==> src/rtl/mips_ctrl_pkg.sv <==
// mips_ctrl_pkg -- shared types and encodings for the multicycle MIPS control FSM.
//   state_t : 4-bit FSM state encoding (also exported on main_control.state_o)
//   OP_*    : instruction[31:26] opcodes recognised in DECODE
//   SRCB_*, ALUOP_*, PCSRC_* : datapath mux / ALU control encodings
//   ctrl_t  : control word produced by ctrl_out_decode
package mips_ctrl_pkg;

    typedef enum logic [3:0] {
        ST_IDLE    = 4'd0,
        ST_FETCH   = 4'd1,
        ST_DECODE  = 4'd2,
        ST_MEMADR  = 4'd3,
        ST_MEMRD   = 4'd4,
        ST_MEMWB   = 4'd5,
        ST_MEMWR   = 4'd6,
        ST_RTYPEEX = 4'd7,
        ST_RTYPEWB = 4'd8,
        ST_BEQEX   = 4'd9,
        ST_ADDIEX  = 4'd10,
        ST_ADDIWB  = 4'd11,
        ST_JEX     = 4'd12
    } state_t;

    localparam logic [5:0] OP_LW    = 6'b100011;
    localparam logic [5:0] OP_SW    = 6'b101011;
    localparam logic [5:0] OP_RTYPE = 6'b000000;
    localparam logic [5:0] OP_BEQ   = 6'b000100;
    localparam logic [5:0] OP_ADDI  = 6'b001000;
    localparam logic [5:0] OP_J     = 6'b000010;

    localparam logic [2:0] SRCB_REG     = 3'b000;
    localparam logic [2:0] SRCB_FOUR    = 3'b001;
    localparam logic [2:0] SRCB_IMM     = 3'b010;
    localparam logic [2:0] SRCB_IMM_SH2 = 3'b011;

    localparam logic [1:0] ALUOP_ADD   = 2'b00;
    localparam logic [1:0] ALUOP_SUB   = 2'b01;
    localparam logic [1:0] ALUOP_FUNCT = 2'b10;

    localparam logic [1:0] PCSRC_ALU    = 2'b00;
    localparam logic [1:0] PCSRC_ALUOUT = 2'b01;
    localparam logic [1:0] PCSRC_JUMP   = 2'b10;

    typedef struct packed {
        logic       mem_req;
        logic       pc_write;
        logic       mem_write;
        logic       ir_write;
        logic       reg_write;
        logic       iord;
        logic       memtoreg;
        logic       regdst;
        logic       branch;
        logic       alusrca;
        logic [2:0] alusrcb;
        logic [1:0] aluop;
        logic [1:0] pcsrc;
    } ctrl_t;

endpackage

==> src/rtl/ctrl_out_decode.sv <==
// ctrl_out_decode -- Moore output decode for main_control.
//   state   : current FSM state
//   mem_go  : effective memory-ready (already forced to 1 when the handshake is disabled)
//   ctrl    : datapath control word; zero for any state not listed
module ctrl_out_decode
    import mips_ctrl_pkg::*;
(
    input  state_t state,
    input  logic   mem_go,
    output ctrl_t  ctrl
);

    always_comb begin
        ctrl = '0;
        case (state)
            ST_FETCH: begin
                ctrl.mem_req  = 1'b1;
                ctrl.alusrcb  = SRCB_FOUR;
                // IR/PC only update on the cycle the fetch actually completes
                ctrl.ir_write = mem_go;
                ctrl.pc_write = mem_go;
            end
            ST_DECODE:  ctrl.alusrcb = SRCB_IMM_SH2;
            ST_MEMADR: begin
                ctrl.alusrca = 1'b1;
                ctrl.alusrcb = SRCB_IMM;
            end
            ST_MEMRD: begin
                ctrl.iord    = 1'b1;
                ctrl.mem_req = 1'b1;
            end
            ST_MEMWB: begin
                ctrl.memtoreg  = 1'b1;
                ctrl.reg_write = 1'b1;
            end
            ST_MEMWR: begin
                ctrl.iord      = 1'b1;
                ctrl.mem_write = 1'b1;
                ctrl.mem_req   = 1'b1;
            end
            ST_RTYPEEX: begin
                ctrl.alusrca = 1'b1;
                ctrl.alusrcb = SRCB_REG;
                ctrl.aluop   = ALUOP_FUNCT;
            end
            ST_RTYPEWB: begin
                ctrl.regdst    = 1'b1;
                ctrl.reg_write = 1'b1;
            end
            ST_BEQEX: begin
                ctrl.alusrca = 1'b1;
                ctrl.aluop   = ALUOP_SUB;
                ctrl.pcsrc   = PCSRC_ALUOUT;
                ctrl.branch  = 1'b1;
            end
            ST_ADDIEX: begin
                ctrl.alusrca = 1'b1;
                ctrl.alusrcb = SRCB_IMM;
            end
            ST_ADDIWB:  ctrl.reg_write = 1'b1;
            ST_JEX: begin
                ctrl.pcsrc    = PCSRC_JUMP;
                ctrl.pc_write = 1'b1;
            end
            default: ctrl = '0;
        endcase
    end

endmodule

==> src/rtl/main_control.sv <==
// main_control -- multicycle MIPS control FSM (Moore).
//   clk, rst_n        : clock, async active-low reset
//   opcode            : instruction[31:26], looked at only in DECODE and MEMADR
//   mem_ready         : memory completes the current access this cycle
//   mem_req .. PCSrc  : datapath controls decoded from the state register
//   illegal_op        : one-cycle registered pulse after DECODE saw an unknown opcode
//   state_o           : current state encoding
// Build option: MEM_HANDSHAKE_EN -- when defined, FETCH/MEMRD/MEMWR wait on
// mem_ready; when undefined, mem_ready is ignored and every memory state lasts one cycle.
module main_control
    import mips_ctrl_pkg::*;
(
    input  logic       clk,
    input  logic       rst_n,
    input  logic [5:0] opcode,
    input  logic       mem_ready,
    output logic       mem_req,
    output logic       PCWrite,
    output logic       MemWrite,
    output logic       IRWrite,
    output logic       RegWrite,
    output logic       IorD,
    output logic       MemtoReg,
    output logic       RegDst,
    output logic       Branch,
    output logic       ALUSrcA,
    output logic [2:0] ALUSrcB,
    output logic [1:0] ALUOp,
    output logic [1:0] PCSrc,
    output logic       illegal_op,
    output logic [3:0] state_o
);

    state_t state;
    logic   run;        // set on the first edge after reset release; IDLE waits for it
    logic   illegal_q;
    logic   mem_go;
    ctrl_t  ctrl;

`ifdef MEM_HANDSHAKE_EN
    assign mem_go = mem_ready;
`else
    // Port kept so both builds share one interface; its value does not matter here.
    assign mem_go = mem_ready | 1'b1;
`endif

    always_ff @(posedge clk or negedge rst_n) begin
        if (!rst_n) begin
            state     <= ST_IDLE;
            run       <= 1'b0;
            illegal_q <= 1'b0;
        end else begin
            run       <= 1'b1;
            illegal_q <= 1'b0;
            case (state)
                ST_IDLE:   if (run) state <= ST_FETCH;
                ST_FETCH:  if (mem_go) state <= ST_DECODE;
                ST_DECODE: begin
                    case (opcode)
                        OP_LW, OP_SW: state <= ST_MEMADR;
                        OP_RTYPE:     state <= ST_RTYPEEX;
                        OP_BEQ:       state <= ST_BEQEX;
                        OP_ADDI:      state <= ST_ADDIEX;
                        OP_J:         state <= ST_JEX;
                        default: begin
                            state     <= ST_FETCH;
                            illegal_q <= 1'b1;
                        end
                    endcase
                end
                ST_MEMADR:  state <= (opcode == OP_SW) ? ST_MEMWR : ST_MEMRD;
                ST_MEMRD:   if (mem_go) state <= ST_MEMWB;
                ST_MEMWR:   if (mem_go) state <= ST_FETCH;
                ST_RTYPEEX: state <= ST_RTYPEWB;
                ST_ADDIEX:  state <= ST_ADDIWB;
                // MEMWB, RTYPEWB, BEQEX, ADDIWB, JEX, and unused encodings
                default:    state <= ST_FETCH;
            endcase
        end
    end

    ctrl_out_decode u_dec (
        .state  (state),
        .mem_go (mem_go),
        .ctrl   (ctrl)
    );

    assign mem_req    = ctrl.mem_req;
    assign PCWrite    = ctrl.pc_write;
    assign MemWrite   = ctrl.mem_write;
    assign IRWrite    = ctrl.ir_write;
    assign RegWrite   = ctrl.reg_write;
    assign IorD       = ctrl.iord;
    assign MemtoReg   = ctrl.memtoreg;
    assign RegDst     = ctrl.regdst;
    assign Branch     = ctrl.branch;
    assign ALUSrcA    = ctrl.alusrca;
    assign ALUSrcB    = ctrl.alusrcb;
    assign ALUOp      = ctrl.aluop;
    assign PCSrc      = ctrl.pcsrc;
    assign illegal_op = illegal_q;
    assign state_o    = state;

endmodule

==> config.mk <==
export PLATFORM = sky130hd
export DESIGN_NAME = main_control
export DESIGN_NICKNAME = d
export VERILOG_FILES = /design/src/rtl/mips_ctrl_pkg.sv /design/src/rtl/ctrl_out_decode.sv /design/src/rtl/main_control.sv
export SDC_FILE = /design/constraint.sdc
export NUM_CORES = 1
export LEC_CHECK = 0
export ABC_AREA = 1
export CELL_PAD_IN_SITES_DETAIL_PLACEMENT = 0
export CELL_PAD_IN_SITES_GLOBAL_PLACEMENT = 1
export CORE_MARGIN = 2
export CORE_UTILIZATION = 25
export DETAILED_ROUTE_END_ITERATION = 8
export PLACE_DENSITY = 0.82
export SETUP_SLACK_MARGIN = 0.4
export SLEW_MARGIN = 20
export SYNTH_ARGS = -nofsm -noshare
export SYNTH_HDL_FRONTEND = slang
export SYNTH_SLANG_ARGS = --single-unit
==> constraint.sdc <==
create_clock -name clk -period 1.86 [get_ports clk]
set_clock_uncertainty 0.05 [all_clocks]
set_input_delay 0.372 -clock clk [delete_from_list [all_inputs] [get_ports clk]]
set_output_delay 0.372 -clock clk [all_outputs]
set_load 0.005 [all_outputs]
==> impl_results.md, run 1 <==
- Max-cap violations: 0
- Syn nets: a little over 100
- First-pass GRT wire length: roughly 3300 microns
- Max Slew Vio Count: 0
- PwrDens: approximately 1400 mW/mm^2
- Final Hold Vio Count: 0
- Worst Setup Slack, final: about 0.060 ns
- Most frequent CP cell: nand2_2
- Hold buffer count at cts: 0
- Core area: 0.00202 sq mm
- RSZ-0062 raised after global routing: yes
- Row cnt: 16
- Share of cells above drive strength 1: 0.631
- CP Capture Type: output port
- Final core utilization: 0.658
- YS warnings: 0
- Clock sink count: 6
- Crit-path cells: nand2_2 -> inv_2 -> nand2_2 -> nand3_2 -> or2_1 -> buf_2
- Ant diodes: 0
- Seq cells post-synth: 6
- Vias/cell: 4.41
- Final worst path period share: 0.968
- CTS tree: built
- Reg-to-Reg End: state_o[0]
- Buffer and inverter count on the worst path: 2
- Post-synth EDFFs: 0
- DR iter-0 viols: 6
- Drc violations: 0
- Pre-CTS setup slack: -0.0506 ns
- Ys flop type: dfrtp_1
- DR pass1 iterations: 4
- Reg2reg path depth: 12
- Die ar.: 0.00259 sq mm
- WS Path Type: flop to output port
- Critical path data arrival time: 1.38 ns
- Peak VDD IR: 835 uV
- Uppermost layer routed: met4
- Final std cells w/o fill: around 190
- Io pins: 31
- Final WL: around 2100 microns
- H-Tree Depth: 1
- Worst skew pair latency: approximately 0.25 ns
- Placed insts: around 160
- Root buf cell: clkbuf_4
- Top cells by area, synth: dfrtp_1 (27%), nor2_1 (16%), nand2_1 (11%)
- Reg2reg setup slack: around 0.13 ns
- Gr usage total: 0.173
- Post-synth top area share: 0.273
- Largest net degree at the start of global routing: 7
- Cell taking the most area after synthesis: dfrtp_1
- CTS buffer count: 3
- Worst Setup SP: state_o[1]
- Worst-path clk slew: 0.05 ns
- DR vias: 825
- Seq/Total Area, Yosys: 0.273
- Syn_area_per_cell: 5.92 sq um
- Worst-case clock buffer depth: 2
- Chip Width: slightly above 50 microns
- R2R Path Start: state_o[1]
- Syn-to-layout area delta: 142%
- Max incr delay on CP: 0.46 ns
- Post-Syn Area: between 500 and 600 sq um
- Vias in the first global route: 796
- WL/cell: roughly 11 microns
- Worst min-delay path class: input pin to asynchronous set/reset pin
- # setup viols final: 0
- CP top delay family: simple AND/OR/NAND/NOR gates
- Antenna violations before repair: 0
- Startpoint Class: flop
- Post-DP HPWL: 1250 microns
- Post-synth cell types: 19
- Routability congestion estimate: 0.814
- Met1 wire length: 811 microns
- LEAKAGE: 0.000728 uW
- Ys async rst share: 1.00
- Tmin final: 1.80 ns
- Crit-path slowest cell: dfrtp_2
- CP max FO: 5
- Fmax: 556 MHz
- Metal3 WL: around 110 microns
- Grt total ovfl: 0
- Post-route ant nets: 0
- Routed wl met2: 1130 microns
- Top post-synthesis cells by count: nor2_1 (23), nand2_1 (16), inv_1 (15)
- Most frequent cell after synthesis: nor2_1
- Die Ht: 50.9 microns
- Total Power: 1920 uW
- Starting Density: 0.272
- Gate Count Post-Synth: 93
- Buffers on Ports: 28
- Status: finished clean
- Final nets: around 170
- Required time of the critical path: 1.44 ns
==> what timing repair did <==
action	CTS	global route
setup buffers	20	3
resized for setup	106	33
endpoints found under the setup margin	21	22
pin swaps	13	16
==> routing by layer <==
layer / GRT usage / vias up
met1: 0.165 / 366
li1: - / 418
met4: 0.122 / 0
met3: 0.0234 / 6
met5: 0 / -
met2: 0.333 / 35
==> cells by family after synthesis <==
kind of cell           count (synthesis)  synth area share
DFF                                    6             0.273
and+or+nand+nor                       60             0.507
AOI/OAI and AO/OA                      7            0.0705
other                                  2            0.0136
buffers and inverters                 18             0.136
==> power breakdown <==
part           switching [uW]  leakage [uW]  total (uW)  internal (uW)
sequential               67.8     0.0000712         246            178
clock                    47.7     0.0000138         121           73.0
combinational             671      0.000643        1550            879
total                     787      0.000728        1920           1130
==> registers in the layout, summed over array words and instances, names as in the netlist <==
register	count
state_o	4
illegal_op	1
run	1
==> layout make-up <==
class / count / area (sq um)
Tap cell: 27 / 33.8
Fill cell: 164 / 691
Multi-Input combinational cell: 69 / 463
Inverter: 16 / 62.6
Sequential cell: 6 / 155
Clock buffer: 3 / 22.5
Timing Repair Buffer: 66 / 594
==> worst max-delay path by stage <==
stage / slack, ns / end / cells past startpoint
4_1_cts: 0.09 / ALUSrcA / 7
2_1_floorplan: 0.45 / PCWrite / 5
3_5_place_dp: -0.05 / PCWrite / 4
6_report: 0.06 / ALUSrcA / 6
5_1_grt: -0.02 / ALUSrcA / 7
3_3_place_gp: -0.05 / PCWrite / 6
==> layout by cell type (no fill, tap or decap), types with 3 or more instances in the layout <==
master	n
clkdlybuf4s50_1	7
nand3_2	3
inv_1	6
nand2_4	4
dlygate4sd2_1	4
buf_6	21
nand3_1	6
nor2_4	11
nand2_1	10
dfrtp_2	4
buf_4	19
nor2_1	14
nand2_2	7
buf_2	11
clkbuf_4	3
inv_2	9
==> stage by stage <==
| stage | setup TNS [ns] | instance area, sq um | hold WS, ns |
|---|---|---|---|
| after global placement | -0.0902 | 962 | 0.455 |
| after global routing | -0.0327 | 1330 | 0.324 |
| after floorplan | 0 | 551 | 0.0264 |
| after detailed placement | -0.0793 | 962 | 0.447 |
| final | 0 | 1330 | 0.317 |
| after CTS | 0 | 1180 | 0.323 |
Note: power is estimated with default switching activity, not from simulation.
==> run 2, diff against run 1 <==
--- a/config.mk
+++ b/config.mk
@@ -9,9 +9,10 @@
 export CELL_PAD_IN_SITES_DETAIL_PLACEMENT = 0
 export CELL_PAD_IN_SITES_GLOBAL_PLACEMENT = 1
 export CORE_MARGIN = 2
-export CORE_UTILIZATION = 25
+export CORE_UTILIZATION = 26
+export CTS_BUF_LIST = sky130_fd_sc_hd__clkbuf_8
 export DETAILED_ROUTE_END_ITERATION = 8
-export PLACE_DENSITY = 0.82
+export PLACE_DENSITY = 0.84
 export SETUP_SLACK_MARGIN = 0.4
 export SLEW_MARGIN = 20
 export SYNTH_ARGS = -nofsm -noshare
==> impl_results.md, run 2 (synthesized netlist as in run 1, its figures left out) <==
- Reg2reg path depth: 12
- R2R Path Start: state_o[3]
- Peak VDD IR: 721 uV
- First-pass GRT wire length: 3360 microns
- Tmin final: about 1.8 ns
- Buffers on Ports: 28
- PwrDens: 1510 mW/mm^2
- Startpoint Class: flop
- Worst-path clk slew: 0.04 ns
- Final worst path period share: 0.994
- DR iter-0 viols: 14
- Ant diodes: 0
- Setup TNS: 0 ns
- Final WL: 2510 microns
- Final nets: 179
- Met3 Use GR: 0.0212
- Die ar.: 0.00250 sq mm
- H-Tree Depth: 1
- Most frequent cells in the layout: buf_6 (27), buf_4 (24), nor2_1 (12), nand2_1 (10), buf_2 (9)
- Leading cell type in the layout, fill and taps excluded: buf_6
- Worst skew pair latency: ~0.22 ns
- Fillers: 138
- Max reg flops: 4
- # setup viols final: 0
- Final std cells w/o fill: 195
- Met2 Use GR: 0.331
- Vias/cell: 4.48
- GR peak layer: met2
- Crit-path cells: inv_2 -> nor2_4 -> buf_6 -> nand2_4 -> nand3_2 -> or2_1 -> buf_2
- Max-cap violations: 0
- Multi-input gate area: 457 sq um
- Starting Density: 0.278
- DR vias: between 800 and 900
- Required time of the critical path: 1.44 ns
- CTS tree: built
- Routability congestion estimate: around 0.84
- Share of cells above drive strength 1: 0.655
- Worst-case clock buffer depth: 2
- Row cnt: 16
- Root buf cell: clkbuf_8
- Max incr delay on CP: 0.42 ns
- WL/cell: around 13 microns
- Critical path data arrival time: approximately 1.4 ns
- Post-route ant nets: 0
- Worst Setup SP: state_o[2]
- RSZ-0062 raised after global routing: yes
- Worst min-delay path class: input pin to asynchronous set/reset pin
- Clock sink count: 6
- Register area: between 150 and 200 sq um
- GR Layer Usage met1: 0.174
- Drc violations: 0
- Io pins: 31
- Grt total ovfl: 0
- Die Ht: 50.0 microns
- Antenna violations before repair: 0
- Status: finished clean
- Fmax: 541 MHz
- Placed insts: 161
- DR pass1 iterations: 4
- Reg2reg setup slack: approximately 0.060 ns
- CP Capture Type: output port
- Final Hold Vio Count: 0
- Core area: 0.00198 sq mm
- Post-DP HPWL: 1230 microns
- CTS buffer count: 3
- Vias in the first global route: just over 800
- Chip Width: 50.0 microns
- Reg-to-Reg End: state_o[3]
- Max Slew Vio Count: 0
- Hold buffer count at cts: 0
- Syn-to-layout area delta: 154%
- Largest net degree at the start of global routing: 7
- Gr usage total: 0.175
- CP max FO: 3
- LEAKAGE: 0.000777 uW
- WS Path Type: flop to output port
- Crit-path slowest cell: dfrtp_1
-- run 2: cell types whose count changed in the layout (fill, tap and decap cells not counted), moves of 3 or more --
cell / delta
buf_4: +5
buf_6: +6
clkbuf_2: +5
clkbuf_4: -3
clkbuf_8: +3
dlygate4sd2_1: -3
nor2_2: +7
nor2_4: -5
-- run 2: worst max path at each step --
| stage | to | depth (start not counted) |
|---|---|---|
| 3_3_place_gp | PCWrite | 4 |
| 6_report | ALUSrcA | 7 |
| 2_1_floorplan | PCWrite | 5 |
| 4_1_cts | ALUSrcA | 7 |
| 3_5_place_dp | PCWrite | 4 |
| 5_1_grt | ALUSrcA | 7 |
-- run 2: per-stage QoR --
step                      total power [uW]  worst slack (ns)  instance area, sq um   util  hold WS, ns
after floorplan                        592             0.450                   551      -       0.0264
after global placement                1130           -0.0528                   962  0.485        0.453
after detailed placement              1140           -0.0385                   962  0.485        0.456
after CTS                             1610            0.0807                  1200  0.606        0.357
after global routing                  2220          -0.00949                  1400  0.706        0.378
final                                 2110            0.0103                  1400  0.706        0.351
-- run 2: critical path: cells and delay by family (launching register included) --
family	cells	cell delay, ns
DFF	1	0.42
buffers and inverters	3	0.37
and+or+nand+nor	4	0.42
-- run 2: power breakdown --
| group | switching [uW] | internal [uW] | total, uW |
|---|---|---|---|
| clock | 53.2 | 139 | 192 |
| combinational | 761 | 930 | 1690 |
| sequential | 53.3 | 177 | 230 |
-- run 2: final cells by class --
class | instances | share of cell area
Clock buffer | 3 | 0.0295
Inverter | 16 | 0.0483
Multi-Input combinational cell | 69 | 0.326
Sequential cell | 6 | 0.110
Tap cell | 27 | 0.0242
Timing Repair Buffer | 74 | 0.462
-- run 2: per-layer routing --
layer / wire length, microns / share of wire / vias to the layer above
met4: 78 / 0.031 / 0
met3: 107 / 0.043 / 6
met1: 1000 / 0.40 / 397
li1: - / - / 433
met5: 0 / 0 / -
met2: 1330 / 0.53 / 37
-- run 2: timing repair --
action	CTS	global route
gates cloned	0	0
pin swaps	8	13
endpoints found under the setup margin	21	24
gates resized for setup	97	53
hold endpoints to repair	0	0
buffers inserted	20	11
